[src/rtl/svm_pkg.sv]
// Shared definitions for the SVM window sequencer and the SVM stage it drives.
// Holds the sequencer state encoding, the default window/chain dimensions and
// a ceiling-log2 helper used to size address fields.
package svm_pkg;

  localparam int unsigned SVM_DIM    = 1024;
  localparam int unsigned SVM_MAXCOL = 10;

  typedef enum logic [2:0] {
    IDLE,
    CLEAR,
    FEED,
    DRAIN,
    CAPTURE,
    SCORE,
    WAIT_K,
    REPORT
  } svm_state_e;

  // Ceiling log2, never below 1 so a degenerate size still yields a legal width.
  function automatic int unsigned clog2(input int unsigned value);
    int unsigned result;
    result = 0;
    for (int i = 0; i < 32; i++) begin
      if (value > (32'd1 << i)) result = i + 1;
    end
    return (result == 0) ? 1 : result;
  endfunction

endpackage

[src/rtl/svm_window_sequencer_if.sv]
// Control/address bundle between the window sequencer and its neighbours
// (pixel RAM, SV ROMs, alpha ROM, VU chain, scoring unit).
//   master: the sequencer -- drives addresses, strobes and the result.
//   slave : the environment -- drives start and the class bit.
// classIn carries the SVM stage sign bit ("class" is a reserved word).
interface svm_window_sequencer_if
  import svm_pkg::*;
#(
  parameter int unsigned ADDR_W  = clog2(SVM_DIM),
  parameter int unsigned MAXCOL  = SVM_MAXCOL,
  parameter int unsigned ALPHA_W = clog2(SVM_MAXCOL)
);
  logic                     start;
  logic                     busy;
  logic [ADDR_W-1:0]        pix_addr;
  logic                     pix_rd;
  logic [MAXCOL*ADDR_W-1:0] sv_addr;
  logic [ALPHA_W-1:0]       alpha_addr;
  logic                     resetVU;
  logic                     resetSU;
  logic                     enableVU;
  logic                     enableSU;
  logic                     mu;
  logic                     lastData;
  logic                     classIn;
  logic                     result_valid;
  logic                     class_out;
  logic [15:0]              win_count;

  modport master (
    input  start, classIn,
    output busy, pix_addr, pix_rd, sv_addr, alpha_addr, resetVU, resetSU,
           enableVU, enableSU, mu, lastData, result_valid, class_out, win_count
  );

  modport slave (
    output start, classIn,
    input  busy, pix_addr, pix_rd, sv_addr, alpha_addr, resetVU, resetSU,
           enableVU, enableSU, mu, lastData, result_valid, class_out, win_count
  );
endinterface

[src/rtl/svm_addr_skew.sv]
// Register shift line producing the per-column SV ROM addresses: slot c holds
// the column-0 address delayed by c+1 registers relative to addrIn, so slot 0
// is the registered column-0 address and each further column lags by a cycle.
//   clock, reset : clock and async active-low reset (line clears to 0)
//   addrIn       : next-cycle column-0 address
//   addrLine     : column c at [c*ADDR_W +: ADDR_W]
module svm_addr_skew #(
  parameter int unsigned ADDR_W = 10,
  parameter int unsigned MAXCOL = 10
) (
  input  logic                     clock,
  input  logic                     reset,
  input  logic [ADDR_W-1:0]        addrIn,
  output logic [MAXCOL*ADDR_W-1:0] addrLine
);

  always_ff @(posedge clock or negedge reset) begin
    if (!reset) begin
      addrLine <= '0;
    end else begin
      addrLine[0 +: ADDR_W] <= addrIn;
      for (int c = 1; c < int'(MAXCOL); c++) begin
        addrLine[c*ADDR_W +: ADDR_W] <= addrLine[(c-1)*ADDR_W +: ADDR_W];
      end
    end
  end

endmodule

[src/rtl/svm_window_sequencer.sv]
// Per-window control sequencer for the SVM stage: feeds DIM features with
// column-skewed SV addresses, strobes the VU chain (clear/accumulate/capture),
// steps alpha while the dot products shift out, then reports the class bit.
//   clock, reset : clock and async active-low reset
//   bus (master) : start/classIn in; addresses, strobes, busy, result out
// Every output except busy is a register loaded from the next-state decode,
// so each strobe lines up with the state it belongs to.
module svm_window_sequencer
  import svm_pkg::*;
#(
  parameter int unsigned DIM     = SVM_DIM,
  parameter int unsigned MAXCOL  = SVM_MAXCOL,
  parameter int unsigned MAC_LAT = 1,
  parameter int unsigned KER_LAT = 2,
  parameter int unsigned ADDR_W  = clog2(DIM),
  parameter int unsigned ALPHA_W = clog2(MAXCOL)
) (
  input logic                   clock,
  input logic                   reset,
  svm_window_sequencer_if.master bus
);

  localparam int unsigned DRAIN_LEN = MAXCOL + MAC_LAT;
  localparam int unsigned WAIT_W    = clog2(DRAIN_LEN + KER_LAT + 1);

  svm_state_e         state, stateNxt;
  logic [ADDR_W-1:0]  featCnt, featNxt;
  logic [ALPHA_W-1:0] colCnt, colNxt;
  logic [WAIT_W-1:0]  waitCnt, waitNxt;

  logic [ADDR_W-1:0]  pixAddr, pixAddrNxt;
  logic [ALPHA_W-1:0] alphaAddr, alphaAddrNxt;
  logic               pixRd, pixRdNxt;
  logic               resetVU, resetVUNxt;
  logic               resetSU, resetSUNxt;
  logic               enableVU, enableVUNxt;
  logic               enableSU, enableSUNxt;
  logic               mu, muNxt;
  logic               lastData, lastDataNxt;
  logic               resultValid, resultValidNxt;
  logic               classOut, classOutNxt;
  logic [15:0]        winCount, winCountNxt;
  logic [MAXCOL*ADDR_W-1:0] svAddr;

  // State, counters and registered outputs.
  always_ff @(posedge clock or negedge reset) begin
    if (!reset) begin
      state       <= IDLE;
      featCnt     <= '0;
      colCnt      <= '0;
      waitCnt     <= '0;
      pixAddr     <= '0;
      alphaAddr   <= '0;
      pixRd       <= 1'b0;
      resetVU     <= 1'b0;
      resetSU     <= 1'b0;
      enableVU    <= 1'b0;
      enableSU    <= 1'b0;
      mu          <= 1'b0;
      lastData    <= 1'b0;
      resultValid <= 1'b0;
      classOut    <= 1'b0;
      winCount    <= '0;
    end else begin
      state       <= stateNxt;
      featCnt     <= featNxt;
      colCnt      <= colNxt;
      waitCnt     <= waitNxt;
      pixAddr     <= pixAddrNxt;
      alphaAddr   <= alphaAddrNxt;
      pixRd       <= pixRdNxt;
      resetVU     <= resetVUNxt;
      resetSU     <= resetSUNxt;
      enableVU    <= enableVUNxt;
      enableSU    <= enableSUNxt;
      mu          <= muNxt;
      lastData    <= lastDataNxt;
      resultValid <= resultValidNxt;
      classOut    <= classOutNxt;
      winCount    <= winCountNxt;
    end
  end

  // Next state/counters, then outputs decoded from where we are heading.
  always_comb begin
    stateNxt       = state;
    featNxt        = featCnt;
    colNxt         = colCnt;
    waitNxt        = waitCnt;
    pixAddrNxt     = '0;
    alphaAddrNxt   = '0;
    pixRdNxt       = 1'b0;
    resetVUNxt     = 1'b0;
    resetSUNxt     = 1'b0;
    enableVUNxt    = 1'b0;
    enableSUNxt    = 1'b0;
    muNxt          = 1'b0;
    lastDataNxt    = 1'b0;
    resultValidNxt = 1'b0;
    classOutNxt    = classOut;
    winCountNxt    = winCount;

    case (state)
      IDLE:    if (bus.start) stateNxt = CLEAR;
      CLEAR: begin
        stateNxt = FEED;
        featNxt  = '0;
      end
      FEED: begin
        if (featCnt == ADDR_W'(DIM - 1)) begin
          stateNxt = DRAIN;
          waitNxt  = '0;
        end else begin
          featNxt = featCnt + ADDR_W'(1);
        end
      end
      DRAIN: begin
        if (waitCnt == WAIT_W'(DRAIN_LEN - 1)) stateNxt = CAPTURE;
        else waitNxt = waitCnt + WAIT_W'(1);
      end
      CAPTURE: begin
        stateNxt = SCORE;
        colNxt   = '0;
      end
      SCORE: begin
        if (colCnt == ALPHA_W'(MAXCOL - 1)) begin
          stateNxt = (KER_LAT == 0) ? REPORT : WAIT_K;
          waitNxt  = '0;
        end else begin
          colNxt = colCnt + ALPHA_W'(1);
        end
      end
      WAIT_K: begin
        if (waitCnt == WAIT_W'(KER_LAT - 1)) stateNxt = REPORT;
        else waitNxt = waitCnt + WAIT_W'(1);
      end
      REPORT:  stateNxt = IDLE;
      default: stateNxt = IDLE;
    endcase

    case (stateNxt)
      CLEAR: begin
        resetVUNxt = 1'b1;
        resetSUNxt = 1'b1;
        pixRdNxt   = 1'b1;
      end
      FEED: begin
        enableVUNxt = 1'b1;
        // Prefetch the next feature while one remains; RAM latency is one cycle.
        if (featNxt != ADDR_W'(DIM - 1)) begin
          pixRdNxt   = 1'b1;
          pixAddrNxt = featNxt + ADDR_W'(1);
        end else begin
          lastDataNxt = 1'b1;
        end
      end
      CAPTURE: begin
        muNxt        = 1'b1;
        alphaAddrNxt = ALPHA_W'(MAXCOL - 1);
      end
      SCORE: begin
        enableSUNxt = 1'b1;
        // Alpha leads the shifted-out column by one cycle of ROM latency.
        if (colNxt != ALPHA_W'(MAXCOL - 1)) alphaAddrNxt = ALPHA_W'(MAXCOL - 2) - colNxt;
      end
      REPORT: begin
        resultValidNxt = 1'b1;
        classOutNxt    = bus.classIn;
        winCountNxt    = winCount + 16'd1;
      end
      default: ;
    endcase
  end

  svm_addr_skew #(
    .ADDR_W (ADDR_W),
    .MAXCOL (MAXCOL)
  ) uSkew (
    .clock    (clock),
    .reset    (reset),
    .addrIn   (pixAddrNxt),
    .addrLine (svAddr)
  );

  assign bus.busy         = (state != IDLE);
  assign bus.pix_addr     = pixAddr;
  assign bus.pix_rd       = pixRd;
  assign bus.sv_addr      = svAddr;
  assign bus.alpha_addr   = alphaAddr;
  assign bus.resetVU      = resetVU;
  assign bus.resetSU      = resetSU;
  assign bus.enableVU     = enableVU;
  assign bus.enableSU     = enableSU;
  assign bus.mu           = mu;
  assign bus.lastData     = lastData;
  assign bus.result_valid = resultValid;
  assign bus.class_out    = classOut;
  assign bus.win_count    = winCount;

endmodule

[src/flat_wrapper.sv]
// flat-port wrapper written by rule: the top's interface ports become plain ports
module svm_window_sequencer_flat import svm_pkg::*;
#(
  parameter int unsigned DIM     = SVM_DIM,
  parameter int unsigned MAXCOL  = SVM_MAXCOL,
  parameter int unsigned MAC_LAT = 1,
  parameter int unsigned KER_LAT = 2,
  parameter int unsigned ADDR_W  = clog2(DIM),
  parameter int unsigned ALPHA_W = clog2(MAXCOL)
)
  (clock, reset, bus_start, bus_classIn, bus_busy, bus_pix_addr, bus_pix_rd, bus_sv_addr, bus_alpha_addr, bus_resetVU, bus_resetSU, bus_enableVU, bus_enableSU, bus_mu, bus_lastData, bus_result_valid, bus_class_out, bus_win_count);
  svm_window_sequencer_if #(.ADDR_W(ADDR_W), .MAXCOL(MAXCOL), .ALPHA_W(ALPHA_W)) bus_i ();
  input logic clock;
  input logic reset;
  input wire logic [$bits(bus_i.start)-1:0] bus_start;
  input wire logic [$bits(bus_i.classIn)-1:0] bus_classIn;
  output wire logic [$bits(bus_i.busy)-1:0] bus_busy;
  output wire logic [$bits(bus_i.pix_addr)-1:0] bus_pix_addr;
  output wire logic [$bits(bus_i.pix_rd)-1:0] bus_pix_rd;
  output wire logic [$bits(bus_i.sv_addr)-1:0] bus_sv_addr;
  output wire logic [$bits(bus_i.alpha_addr)-1:0] bus_alpha_addr;
  output wire logic [$bits(bus_i.resetVU)-1:0] bus_resetVU;
  output wire logic [$bits(bus_i.resetSU)-1:0] bus_resetSU;
  output wire logic [$bits(bus_i.enableVU)-1:0] bus_enableVU;
  output wire logic [$bits(bus_i.enableSU)-1:0] bus_enableSU;
  output wire logic [$bits(bus_i.mu)-1:0] bus_mu;
  output wire logic [$bits(bus_i.lastData)-1:0] bus_lastData;
  output wire logic [$bits(bus_i.result_valid)-1:0] bus_result_valid;
  output wire logic [$bits(bus_i.class_out)-1:0] bus_class_out;
  output wire logic [$bits(bus_i.win_count)-1:0] bus_win_count;
  assign bus_i.start = bus_start;
  assign bus_i.classIn = bus_classIn;
  assign bus_busy = bus_i.busy;
  assign bus_pix_addr = bus_i.pix_addr;
  assign bus_pix_rd = bus_i.pix_rd;
  assign bus_sv_addr = bus_i.sv_addr;
  assign bus_alpha_addr = bus_i.alpha_addr;
  assign bus_resetVU = bus_i.resetVU;
  assign bus_resetSU = bus_i.resetSU;
  assign bus_enableVU = bus_i.enableVU;
  assign bus_enableSU = bus_i.enableSU;
  assign bus_mu = bus_i.mu;
  assign bus_lastData = bus_i.lastData;
  assign bus_result_valid = bus_i.result_valid;
  assign bus_class_out = bus_i.class_out;
  assign bus_win_count = bus_i.win_count;
  svm_window_sequencer #(.DIM(DIM), .MAXCOL(MAXCOL), .MAC_LAT(MAC_LAT), .KER_LAT(KER_LAT), .ADDR_W(ADDR_W), .ALPHA_W(ALPHA_W)) u_core (.clock(clock), .reset(reset), .bus(bus_i));
endmodule
[config.mk]
export PLATFORM = sky130hd
export DESIGN_NAME = svm_window_sequencer_flat
export DESIGN_NICKNAME = d
export VERILOG_FILES = /design/src/rtl/svm_pkg.sv /design/src/rtl/svm_window_sequencer_if.sv /design/src/rtl/svm_addr_skew.sv /design/src/rtl/svm_window_sequencer.sv /design/src/flat_wrapper.sv
export SDC_FILE = /design/constraint.sdc
export NUM_CORES = 1
export LEC_CHECK = 0
export BUFFER_PORTS_ARGS = -buffer_cell sky130_fd_sc_hd__buf_2
export CELL_PAD_IN_SITES_DETAIL_PLACEMENT = 0
export CELL_PAD_IN_SITES_GLOBAL_PLACEMENT = 1
export CORE_MARGIN = 3
export CORE_UTILIZATION = 45
export CTS_CLUSTER_DIAMETER = 100
export DETAILED_ROUTE_END_ITERATION = 8
export HOLD_SLACK_MARGIN = 0.06
export PLACE_DENSITY_LB_ADDON = 0.25
export REMOVE_ABC_BUFFERS = 1
export SYNTH_ARGS = -nofsm -noshare
export SYNTH_HDL_FRONTEND = slang
export SYNTH_SLANG_ARGS = --single-unit
[constraint.sdc]
create_clock -name clock -period 7.89 [get_ports clock]
set_input_delay 1.578 -clock clock [delete_from_list [all_inputs] [get_ports clock]]
set_output_delay 1.578 -clock clock [all_outputs]
set_load 0.05 [all_outputs]
==> impl_metrics.json, run 1 <==
{
  "slew_headroom": 0.407,
  "dpl.cell_count": 676,
  "total_standard_cell_area_after_synthesis_mm2": 0.00549,
  "sequential_to_total_area_share_from_yosys_stat": 0.679,
  "cts_htree_levels": 4,
  "worst_clock_skew_ns": 0.00565,
  "wire_length_of_the_first_global_routing_pass_um": 17900,
  "initial_core_util": 0.471,
  "cts_inserted_buffers": 17,
  "finalWeightedCongestion": 0.865,
  "synth-edff-count": 0,
  "post_route_cells_drive_above_1_share": 0.349,
  "status": "finished clean",
  "detailed_place_hpwl_um": 8150,
  "multi_input_logic_area_mm2": 0.00157,
  "vias_in_the_first_global_route": 3473,
  "synth_cell_type_count": 65,
  "finish.utilization": 0.588,
  "grt_antenna_before_repair": 0,
  "drt_first_pass_iters": 4,
  "clock_tree.buffer_depth": 2,
  "power_density_mw_per_mm2": 371,
  "total_detailed_routing_wirelength_um": 11300,
  "crit_path_start_kind": "flop",
  "worstPathArrival_ns": 3.76,
  "critical_path.max_fanout": 8,
  "cts.repair_timing.setup_buffer_count": 0,
  "ir_worst_vdd_mv": 0.191,
  "placeableCoreArea_mm2": 0.0117,
  "postSynthRegisterBits": 149,
  "hold_violations": 0,
  "cap_violations": 0,
  "synthCells": 408,
  "fmaxAchievable_ghz": 0.286,
  "cts_resized": 0,
  "io_pins": 144,
  "avgRoutedWirePerCell_um": 16.0,
  "detailedRoute.firstIterationViolations": 236,
  "worstSkewPairLatency_ns": 0.41,
  "drv_slew": 0,
  "ant_cells": 0,
  "grt.total_usage": 0.175,
  "buffer_ports.inserted": 143,
  "stdcell_count": 708,
  "leakagePower_nw": 3.70,
  "ys.warnings.count": 0,
  "tritoncts": "done",
  "shortest_period_the_worst_path_allows_ns": 3.50,
  "worst-endpoint-required_ns": 8.15,
  "die-height_um": 116,
  "global_route.overflow_total": 0,
  "post_cts_hold_buffer_count": 0,
  "final_nets": 564,
  "synthFlopType": "sky130_fd_sc_hd__dfrtp_1",
  "die-width_um": 116,
  "cts_num_sinks": 149,
  "endpoint_kind": "flop",
  "dieArea_mm2": 0.0136,
  "synth_async_sr_flop_share": 1.00,
  "layout.area.seq_mm2": 0.00373,
  "tightestPinTransition_ns": 0.889,
  "crit_type": "flop to flop",
  "via_to_cell_ratio": 5.11,
  "grt_max_degree": 76,
  "number_of_placement_rows": 39,
  "antenna_violating_nets_post_route": 0,
  "setup_repair_after_global_routing_missed_its_margin": "false",
  "hold_class": "flop to flop",
  "setup_viol": 0,
  "cts_root_buffer": "sky130_fd_sc_hd__clkbuf_16",
  "timing.final.crit_share": 0.444,
  "synthesis.area_per_instance_um2": 13.5,
  "clk_pin_slew_ns": 0.06,
  "drcViolationCount": 0,
  "num_vias": 3618,
  "syn2layout_area_growth_pct": 24.9,
  "filler_cell_count": 935,
  "finalSetupTns_ns": 0
}
-- worst paths after layout --
path	from	to	slack, ns	cells past startpoint
max	u_core.featCnt[0]	u_core.bus.pix_rd	4.39	11
min	u_core.uSkew.addrLine[27]	u_core.uSkew.addrLine[37]	0.36	0
max reg2reg	u_core.featCnt[0]	u_core.bus.pix_rd	4.39	11
min reg2reg	u_core.uSkew.addrLine[27]	u_core.uSkew.addrLine[37]	0.36	0
max in group asynchronous	reset	u_core.bus.win_count[8]	5.34	2
min in group asynchronous	reset	u_core.bus.win_count[5]	1.20	1
-- state kept, by name, indices dropped and copies added, names as in the netlist, 3 cells and up --
register / count
u_core.bus.alpha_addr: 4
u_core.bus.pix_addr: 9
u_core.bus.win_count: 16
u_core.colCnt: 4
u_core.featCnt: 10
u_core.state: 3
u_core.uSkew.addrLine: 91
u_core.waitCnt: 4
-- where the power goes --
| group | internal [W] | switching, W |
|---|---|---|
| registers | 0.000878 | 0.0000983 |
| clock network | 0.000472 | 0.000297 |
| logic | 0.000172 | 0.000624 |
-- cells in the mapped netlist, types with 2 or more instances --
cell type,number,area (µm²)
sky130_fd_sc_hd__a211oi_2,2,25.0
sky130_fd_sc_hd__a21boi_0,4,30.0
sky130_fd_sc_hd__a21boi_1,3,22.5
sky130_fd_sc_hd__a21o_1,2,15.0
sky130_fd_sc_hd__a21oi_1,6,30.0
sky130_fd_sc_hd__a31oi_1,5,31.3
sky130_fd_sc_hd__a41oi_1,2,17.5
sky130_fd_sc_hd__and2_1,4,25.0
sky130_fd_sc_hd__and3_1,5,31.3
sky130_fd_sc_hd__and3b_1,3,26.3
sky130_fd_sc_hd__and4_1,5,43.8
sky130_fd_sc_hd__buf_2,3,15.0
sky130_fd_sc_hd__buf_4,12,90.1
sky130_fd_sc_hd__clkbuf_1,4,15.0
sky130_fd_sc_hd__dfrtp_1,149,3730
sky130_fd_sc_hd__ha_1,8,100
sky130_fd_sc_hd__inv_1,18,67.6
sky130_fd_sc_hd__mux2_2,4,45.0
sky130_fd_sc_hd__mux2i_1,3,30.0
sky130_fd_sc_hd__nand2_1,21,78.8
sky130_fd_sc_hd__nand2b_1,7,43.8
sky130_fd_sc_hd__nand3_1,14,70.1
sky130_fd_sc_hd__nand3b_1,2,15.0
sky130_fd_sc_hd__nand4_1,5,31.3
sky130_fd_sc_hd__nor2_1,19,71.3
sky130_fd_sc_hd__nor2b_1,2,12.5
sky130_fd_sc_hd__nor3_1,10,50.1
sky130_fd_sc_hd__nor3b_1,6,45.0
sky130_fd_sc_hd__nor4_1,5,31.3
sky130_fd_sc_hd__o211a_1,2,20.0
sky130_fd_sc_hd__o21ai_0,14,70.1
sky130_fd_sc_hd__o22ai_1,2,12.5
sky130_fd_sc_hd__o2bb2ai_1,2,17.5
sky130_fd_sc_hd__or2_2,4,25.0
sky130_fd_sc_hd__or3_1,3,18.8
sky130_fd_sc_hd__or4_1,2,15.0
sky130_fd_sc_hd__xnor2_1,13,114
sky130_fd_sc_hd__xor2_1,6,52.6
-- worst max-delay path, cell delays in order (launching register included) --
cell	delay, ns
sky130_fd_sc_hd__dfrtp_1	0.46
sky130_fd_sc_hd__ha_1	0.27
sky130_fd_sc_hd__nand3_2	0.16
sky130_fd_sc_hd__or4_4	0.61
sky130_fd_sc_hd__nand2_1	0.26
sky130_fd_sc_hd__a21o_1	0.18
sky130_fd_sc_hd__ha_1	0.18
sky130_fd_sc_hd__inv_1	0.06
sky130_fd_sc_hd__a211oi_2	0.34
sky130_fd_sc_hd__nand3_1	0.18
sky130_fd_sc_hd__o31ai_2	0.49
sky130_fd_sc_hd__o21ai_1	0.14
-- logic make-up (layout without fill, tap and decap cells) --
logic type	after synthesis	after routing	share of synthesized area
AO/OA/AOI/OAI	65	65	0.0996
XOR/XNOR	19	19	0.0303
adder cells (fa/ha/maj)	8	8	0.0182
buffers and inverters	38	195	0.0349
flip-flops	149	149	0.679
multiplexers	7	7	0.0137
AND/OR/NAND/NOR	122	122	0.124
-- routing by layer --
layer,routed length (µm),share of wire,track usage
met5,0,0,0
met4,143,0.013,0.0541
met3,787,0.069,0.0663
met2,5590,0.49,0.280
met1,4820,0.42,0.221
-- through the flow --
stage | power (W) | setup slack (ns) | area (µm²) | hold slack [ns]
2_1_floorplan | 0.00157 | 5.00 | 5370 | 0.476
3_5_place_dp | 0.00179 | 4.39 | 6280 | 0.355
4_1_cts | 0.00257 | 4.39 | 6860 | 0.368
6_report | 0.00254 | 4.39 | 6860 | 0.363
5_1_grt | 0.00266 | 4.16 | 6860 | 0.373
3_3_place_gp | 0.00178 | 4.57 | 6280 | 0.353
-- cell usage in the layout (no fill, tap or decap), types with 3 or more instances in the layout --
master / synthesis / routed
sky130_fd_sc_hd__mux2i_1: 3 / 3
sky130_fd_sc_hd__xor2_1: 6 / 6
sky130_fd_sc_hd__mux2_2: 4 / 4
sky130_fd_sc_hd__nor2_1: 19 / 19
sky130_fd_sc_hd__dfrtp_1: 149 / 149
sky130_fd_sc_hd__nor4_1: 5 / 5
sky130_fd_sc_hd__and4_1: 5 / 5
sky130_fd_sc_hd__and2_1: 4 / 4
sky130_fd_sc_hd__xnor2_1: 13 / 13
sky130_fd_sc_hd__a21boi_0: 4 / 4
sky130_fd_sc_hd__nand2b_1: 7 / 7
sky130_fd_sc_hd__nand2_1: 21 / 21
sky130_fd_sc_hd__or3_1: 3 / 3
sky130_fd_sc_hd__nor3_1: 10 / 10
sky130_fd_sc_hd__o21ai_0: 14 / 14
sky130_fd_sc_hd__a31oi_1: 5 / 5
sky130_fd_sc_hd__clkinv_2: 0 / 6
sky130_fd_sc_hd__buf_2: 3 / 142
sky130_fd_sc_hd__inv_1: 18 / 18
sky130_fd_sc_hd__ha_1: 8 / 8
sky130_fd_sc_hd__nand3_1: 14 / 14
sky130_fd_sc_hd__and3_1: 5 / 5
sky130_fd_sc_hd__nor3b_1: 6 / 6
sky130_fd_sc_hd__or2_2: 4 / 4
sky130_fd_sc_hd__a21boi_1: 3 / 3
sky130_fd_sc_hd__a21oi_1: 6 / 6
sky130_fd_sc_hd__clkbuf_16: 0 / 17
sky130_fd_sc_hd__nand4_1: 5 / 5
sky130_fd_sc_hd__and3b_1: 3 / 3
-- area by class of cell --
cell class              count  share of cell area
clock inverters            13              0.0192
repair buffers            145               0.107
flip-flops and latches    149               0.544
inverters                  18             0.00985
well taps                 143              0.0261
multi-input cells         221               0.229
clock buffers              19              0.0646
Note: power is estimated with default switching activity, not from simulation.
==> run 2: changes to the inputs <==
Settings changed: CORE_UTILIZATION 45 to 38.
Clock period 7.89 ns to 3.05 ns, I/O delays scaled along.
==> impl_metrics.json, run 2 (same netlist as run 1, synthesis figures left out) <==
{
  "avgRoutedWirePerCell_um": 16.4,
  "shortest_period_the_worst_path_allows_ns": 2.78,
  "tightestPinTransition_ns": 0.656,
  "clock_tree.buffer_depth": 2,
  "fmaxAchievable_ghz": 0.360,
  "via_to_cell_ratio": 4.93,
  "finish.utilization": 0.500,
  "initial_core_util": 0.392,
  "post_route_cells_drive_above_1_share": 0.366,
  "worstPathArrival_ns": 3.08,
  "critical_path.max_fanout": 7,
  "register_ranked_first_by_flip_flop_count": "u_core.uSkew.addrLine",
  "final_cell_mix": "sky130_fd_sc_hd__dfrtp_1, sky130_fd_sc_hd__buf_2, sky130_fd_sc_hd__nand2_1",
  "drv_slew": 0,
  "dpl.cell_count": 722,
  "number_of_placement_rows": 43,
  "cts_num_sinks": 149,
  "clk_pin_slew_ns": 0.06,
  "worst-endpoint-required_ns": 3.35,
  "detailed_place_hpwl_um": 9160,
  "die-width_um": 126,
  "final_nets": 573,
  "leakagePower_nw": 3.74,
  "mostFrequentLayoutCell": "sky130_fd_sc_hd__dfrtp_1",
  "buffer_ports.inserted": 143,
  "worst_clock_skew_ns": 0.00836,
  "grt.total_usage": 0.162,
  "endpoint_kind": "flop",
  "hold_class": "input pin to async pin",
  "filler_cell_count": 1268,
  "cts_root_buffer": "sky130_fd_sc_hd__clkbuf_16",
  "crit_path_start_kind": "flop",
  "number_of_flip_flops_in_the_largest_register": 91,
  "wire_length_of_the_first_global_routing_pass_um": 20200,
  "drt_first_pass_iters": 5,
  "io_pins": 144,
  "tritoncts": "done",
  "global_route.overflow_total": 0,
  "path_delay_family": "simple AND/OR/NAND/NOR gates",
  "stdcell_count": 754,
  "grt_max_degree": 68,
  "dieArea_mm2": 0.0159,
  "drcViolationCount": 0,
  "crit_type": "flop to flop",
  "die-height_um": 126,
  "cts_htree_levels": 4,
  "power_density_mw_per_mm2": 959,
  "total_detailed_routing_wirelength_um": 12400,
  "cts.repair_timing.setup_buffer_count": 0,
  "syn2layout_area_growth_pct": 27.4,
  "antenna_violating_nets_post_route": 0,
  "worstSkewPairLatency_ns": 0.42,
  "smallest_hold_slack_ns": 0.152,
  "finalWeightedCongestion": 0.845,
  "hold_violations": 0,
  "setup_repair_after_global_routing_missed_its_margin": "false",
  "ant_cells": 0,
  "num_vias": 3714,
  "placeableCoreArea_mm2": 0.0140,
  "setup_viol": 0,
  "critical_path.max_stage_delay_ns": 0.51,
  "cell_by_cell_listing_of_the_critical_path": "ha_2 > nand3_2 > or4_4 > nand2_1 > a21o_1 > ha_1 > inv_1 > a211oi_2 > nand3_1 > o31ai_2 > buf_4 > o21ai_1",
  "critical_path.n_buffers_inverters": 2,
  "vias_in_the_first_global_route": 3694,
  "timing.final.crit_share": 0.910,
  "crit_path_slowest_cell": "sky130_fd_sc_hd__or4_4",
  "ir_worst_vdd_mv": 0.387,
  "grt_antenna_before_repair": 0,
  "detailedRoute.firstIterationViolations": 292,
  "finalSetupTns_ns": 0,
  "status": "finished clean",
  "slew_headroom": 0.559,
  "cts_inserted_buffers": 17,
  "cap_violations": 0,
  "post-layout-total-power_w": 0.00670
}
[run 2: cell types whose count changed in the layout (fill, tap and decap cells not counted), sizes merged]
cell      delta
inv          +5
clkbuf       -1
bufinv       -1
clkinv       -4
clkinvlp     +1
buf          +9
[run 2: timing repair]
item / 4_1_cts / 5_1_grt
resized for setup: 0 / 3
setup endpoints to repair: 0 / 6
hold buffers: 0 / 0
[run 2: worst paths after layout]
path / from / end / slack (ns) / cells after the start
setup / recovery: u_core.featCnt[0] / u_core.bus.pix_rd / 0.27 / 12
max in group asynchronous: reset / u_core.uSkew.addrLine[25] / 2.15 / 2
setup reg to reg: u_core.featCnt[0] / u_core.bus.pix_rd / 0.27 / 12
min in group clock: u_core.uSkew.addrLine[30] / u_core.uSkew.addrLine[40] / 0.36 / 0
hold / removal: reset / u_core.uSkew.addrLine[33] / 0.15 / 1
hold reg to reg: u_core.uSkew.addrLine[30] / u_core.uSkew.addrLine[40] / 0.36 / 0
[run 2: cell type report]
class,count,area [µm²],share of cell area
Sequential cell,149,3730,0.534
Multi-Input combinational cell,221,1570,0.225
Inverter,18,67.6,0.00966
Clock buffer,18,439,0.0628
Tap cell,180,225,0.0322
Clock inverter,14,140,0.0200
Timing Repair Buffer,154,817,0.117
[run 2: worst reg2reg max path, cell delays in order (launching register included)]
cell	delay, ns
sky130_fd_sc_hd__dfrtp_2	0.43
sky130_fd_sc_hd__ha_2	0.24
sky130_fd_sc_hd__nand3_2	0.14
sky130_fd_sc_hd__or4_4	0.52
sky130_fd_sc_hd__nand2_1	0.13
sky130_fd_sc_hd__a21o_1	0.14
sky130_fd_sc_hd__ha_1	0.19
sky130_fd_sc_hd__inv_1	0.07
sky130_fd_sc_hd__a211oi_2	0.18
sky130_fd_sc_hd__nand3_1	0.14
sky130_fd_sc_hd__o31ai_2	0.24
sky130_fd_sc_hd__buf_4	0.18
sky130_fd_sc_hd__o21ai_1	0.06
[run 2: where the power goes]
| part | internal (W) | total [W] | switching (W) |
|---|---|---|---|
| logic | 0.000510 | 0.00223 | 0.00172 |
| registers | 0.00227 | 0.00247 | 0.000192 |
| clock network | 0.00116 | 0.00201 | 0.000848 |
[run 2: metrics by stage]
step,cell area [µm²],setup slack [ns]
floorplan,5370,0.164
global placement,6410,0.279
detailed placement,6410,0.129
CTS,6990,0.101
global route,6990,0.0773
finish,6990,0.274
[run 2: routing by layer]
layer | share of wire | GRT usage | wire [µm] | vias up
met5 | 0 | 0 | 0 | -
met4 | 0.011 | 0.0511 | 135 | 0
met3 | 0.075 | 0.0611 | 927 | 14
met2 | 0.49 | 0.255 | 6100 | 156
met1 | 0.42 | 0.208 | 5240 | 1810
li1 | - | - | - | 1734
==> run 3: changes to the inputs <==
Settings changed: CELL_PAD_IN_SITES_DETAIL_PLACEMENT 0 to 1, CTS_CLUSTER_DIAMETER 100 to 80, SYNTH_HIERARCHICAL set to 1.
==> impl_metrics.json, run 3 <==
{
  "status": "finished clean",
  "endpoint_kind": "flop",
  "filler_cell_count": 1476,
  "tightestPinTransition_ns": 0.648,
  "hold_violations": 0,
  "syn2layout_area_growth_pct": 28.1,
  "cap_violations": 0,
  "synth_cell_type_count": 57,
  "critical_path.max_fanout": 6,
  "final_nets": 574,
  "num_vias": 3773,
  "postPlaceCellArea_mm2": 0.00663,
  "hold_class": "input pin to async pin",
  "grt_max_degree": 75,
  "worst-endpoint-required_ns": 3.37,
  "setup_repair_after_global_routing_missed_its_margin": "false",
  "multi_input_logic_area_mm2": 0.00157,
  "antenna_violating_nets_post_route": 0,
  "clock_power_share": 0.263,
  "power_report.internal_total_w": 0.00442,
  "die-width_um": 128,
  "dieArea_mm2": 0.0164,
  "mostFrequentLayoutCell": "sky130_fd_sc_hd__dfrtp_1",
  "layout.area.seq_mm2": 0.00398,
  "finalWeightedCongestion": 0.877,
  "cts_num_sinks": 159,
  "post_cts_hold_buffer_count": 0,
  "synthesis.area_per_instance_um2": 14.2,
  "worstSkewPairLatency_ns": 0.41,
  "crit_path_start_kind": "flop",
  "grt_antenna_before_repair": 0,
  "synth.most_common_cell": "sky130_fd_sc_hd__dfrtp_1",
  "slew_headroom": 0.563,
  "sequential_to_total_area_share_from_yosys_stat": 0.704,
  "synthTopCellsByCount": "sky130_fd_sc_hd__dfrtp_1, sky130_fd_sc_hd__nor2_1, sky130_fd_sc_hd__nand2_1",
  "ir_worst_vdd_mv": 0.460,
  "path_delay_family": "simple AND/OR/NAND/NOR gates",
  "placeableCoreArea_mm2": 0.0142,
  "fmaxAchievable_ghz": 0.350,
  "die-height_um": 128,
  "total_standard_cell_area_after_synthesis_mm2": 0.00565,
  "crit_path_slowest_cell": "sky130_fd_sc_hd__dfrtp_1",
  "p_sw_w": 0.00338,
  "initial_core_util": 0.398,
  "leakagePower_nw": 3.88,
  "smallest_hold_slack_ns": 0.205,
  "detailedRoute.firstIterationViolations": 147,
  "vias_in_the_first_global_route": 4066,
  "cts_root_buffer": "sky130_fd_sc_hd__clkbuf_16",
  "wire_length_of_the_first_global_routing_pass_um": 22200,
  "shortest_period_the_worst_path_allows_ns": 2.86,
  "synth_async_sr_flop_share": 1.00,
  "critical_path.n_buffers_inverters": 0,
  "sw_frac_of_total": 0.434,
  "drcViolationCount": 0,
  "power_density_mw_per_mm2": 1080,
  "number_of_flip_flops_in_the_largest_register": 100,
  "clk_pin_slew_ns": 0.06,
  "cts_inserted_buffers": 17,
  "ys_top_cells_by_area": "sky130_fd_sc_hd__dfrtp_1, sky130_fd_sc_hd__ha_1, sky130_fd_sc_hd__xor2_1",
  "number_of_placement_rows": 43,
  "total_detailed_routing_wirelength_um": 13700,
  "finish.utilization": 0.509,
  "synthCells": 398,
  "register_ranked_first_by_flip_flop_count": "u_core/uSkew/addrLine",
  "worst_clock_skew_ns": 0.00515,
  "worstPathArrival_ns": 3.18,
  "via_to_cell_ratio": 5.01,
  "finalSetupTns_ns": 0,
  "share_comb_of_total_power": 0.367,
  "buffer_ports.inserted": 143,
  "io_pins": 144,
  "tritoncts": "done",
  "drv_slew": 0,
  "critical_path.max_stage_delay_ns": 0.41,
  "synth_top_area_share": 0.704,
  "seq_power_share": 0.370,
  "timing.critical_path.mode_cell": "sky130_fd_sc_hd__ha_1",
  "drt_first_pass_iters": 4,
  "timing.final.crit_share": 0.938,
  "cts.repair_timing.setup_buffer_count": 0,
  "ant_cells": 0,
  "ys.warnings.count": 6,
  "final_cell_mix": "sky130_fd_sc_hd__dfrtp_1, sky130_fd_sc_hd__buf_2, sky130_fd_sc_hd__nor2_1",
  "post_route_cells_drive_above_1_share": 0.366,
  "cts_resized": 0,
  "cts_htree_levels": 4,
  "synth_top_cell_by_area": "sky130_fd_sc_hd__dfrtp_1",
  "global_route.overflow_total": 0,
  "postSynthRegisterBits": 159,
  "avgRoutedWirePerCell_um": 18.2,
  "post-layout-total-power_w": 0.00780,
  "grt.total_usage": 0.173,
  "synth-edff-count": 0,
  "crit_type": "flop to flop",
  "synthFlopType": "sky130_fd_sc_hd__dfrtp_1",
  "cell_by_cell_listing_of_the_critical_path": "ha_1 > and4_4 > nand4_1 > nand3_2 > mux2_2 > ha_1 > nand2_1 > mux2i_2 > nand3_4 > or3_1 > a21oi_1",
  "final_cell_area_mm2": 0.00723,
  "detailed_place_hpwl_um": 10000,
  "clock_tree.buffer_depth": 2,
  "setup_viol": 0
}
[run 3: cell types whose count changed after synthesis, moves of 5 or more]
cell                      change
sky130_fd_sc_hd__nand4_1      +7
sky130_fd_sc_hd__nor3_1       -5
sky130_fd_sc_hd__buf_4        -8
sky130_fd_sc_hd__dfrtp_1     +10
sky130_fd_sc_hd__nor4_1       -5
sky130_fd_sc_hd__nor2_1       +9
sky130_fd_sc_hd__xor2_1       +8
[run 3: final cells by class]
class	instances	share of cell area
clock buffers	22	0.0655
repair buffers	153	0.114
multi-input cells	214	0.217
inverters	15	0.00778
well taps	180	0.0311
clock inverters	10	0.0144
flip-flops and latches	159	0.550
[run 3: kinds of logic after synthesis]
group	count (synthesis)	synth area share
adder cells (fa/ha/maj)	10	0.0222
AND/OR/NAND/NOR	123	0.130
flip-flops	159	0.704
AO/OA/AOI/OAI	47	0.0640
XOR/XNOR	27	0.0452
buffers and inverters	25	0.0213
multiplexers	7	0.0131
[run 3: worst paths after layout]
check,start,endpoint,slack (ns),cells after the start
setup / recovery,u_core/featCnt[1],u_core/bus.pix_addr[8],0.19,11
hold / removal,reset,u_core/uSkew/addrLine[79],0.20,1
setup reg to reg,u_core/featCnt[1],u_core/bus.pix_addr[8],0.19,11
hold reg to reg,u_core/uSkew/addrLine[66],u_core/uSkew/addrLine[76],0.36,0
max in group asynchronous,reset,u_core/state[0],2.11,2
min in group clock,u_core/uSkew/addrLine[66],u_core/uSkew/addrLine[76],0.36,0
[run 3: per-stage QoR]
step / worst slack, ns / instances
CTS: 0.0519 / 753
detailed placement: 0.0925 / 721
global placement: 0.220 / 721
finish: 0.190 / 753
floorplan: 0.213 / 388
global route: 0.0163 / 753
[run 3: per-layer routing]
| layer | GRT usage | vias up | share of wire |
|---|---|---|---|
| met1 | 0.212 | 1943 | 0.41 |
| li1 | - | 1703 | - |
| met3 | 0.0550 | 13 | 0.062 |
| met2 | 0.296 | 114 | 0.52 |
| met4 | 0.0443 | 0 | 0.011 |
| met5 | 0 | - | 0 |
[run 3: worst reg2reg max path: stages (launching register included)]
cell and delay, ns:
sky130_fd_sc_hd__dfrtp_1 0.41, sky130_fd_sc_hd__ha_1 0.25, sky130_fd_sc_hd__and4_4 0.30, sky130_fd_sc_hd__nand4_1 0.15
sky130_fd_sc_hd__nand3_2 0.16, sky130_fd_sc_hd__mux2_2 0.19, sky130_fd_sc_hd__ha_1 0.22, sky130_fd_sc_hd__nand2_1 0.09
sky130_fd_sc_hd__mux2i_2 0.27, sky130_fd_sc_hd__nand3_4 0.17, sky130_fd_sc_hd__or3_1 0.37, sky130_fd_sc_hd__a21oi_1 0.20
[run 3: power groups by stage]
| stage | clock network (W) | registers (W) | logic [W] |
|---|---|---|---|
| floorplan | 0 | 0.00430 | 0.000617 |
| global placement | 0 | 0.00288 | 0.00282 |
| detailed placement | 0 | 0.00292 | 0.00285 |
| CTS | 0.00211 | 0.00289 | 0.00286 |
| global route | 0.00220 | 0.00295 | 0.00301 |
| finish | 0.00205 | 0.00288 | 0.00287 |
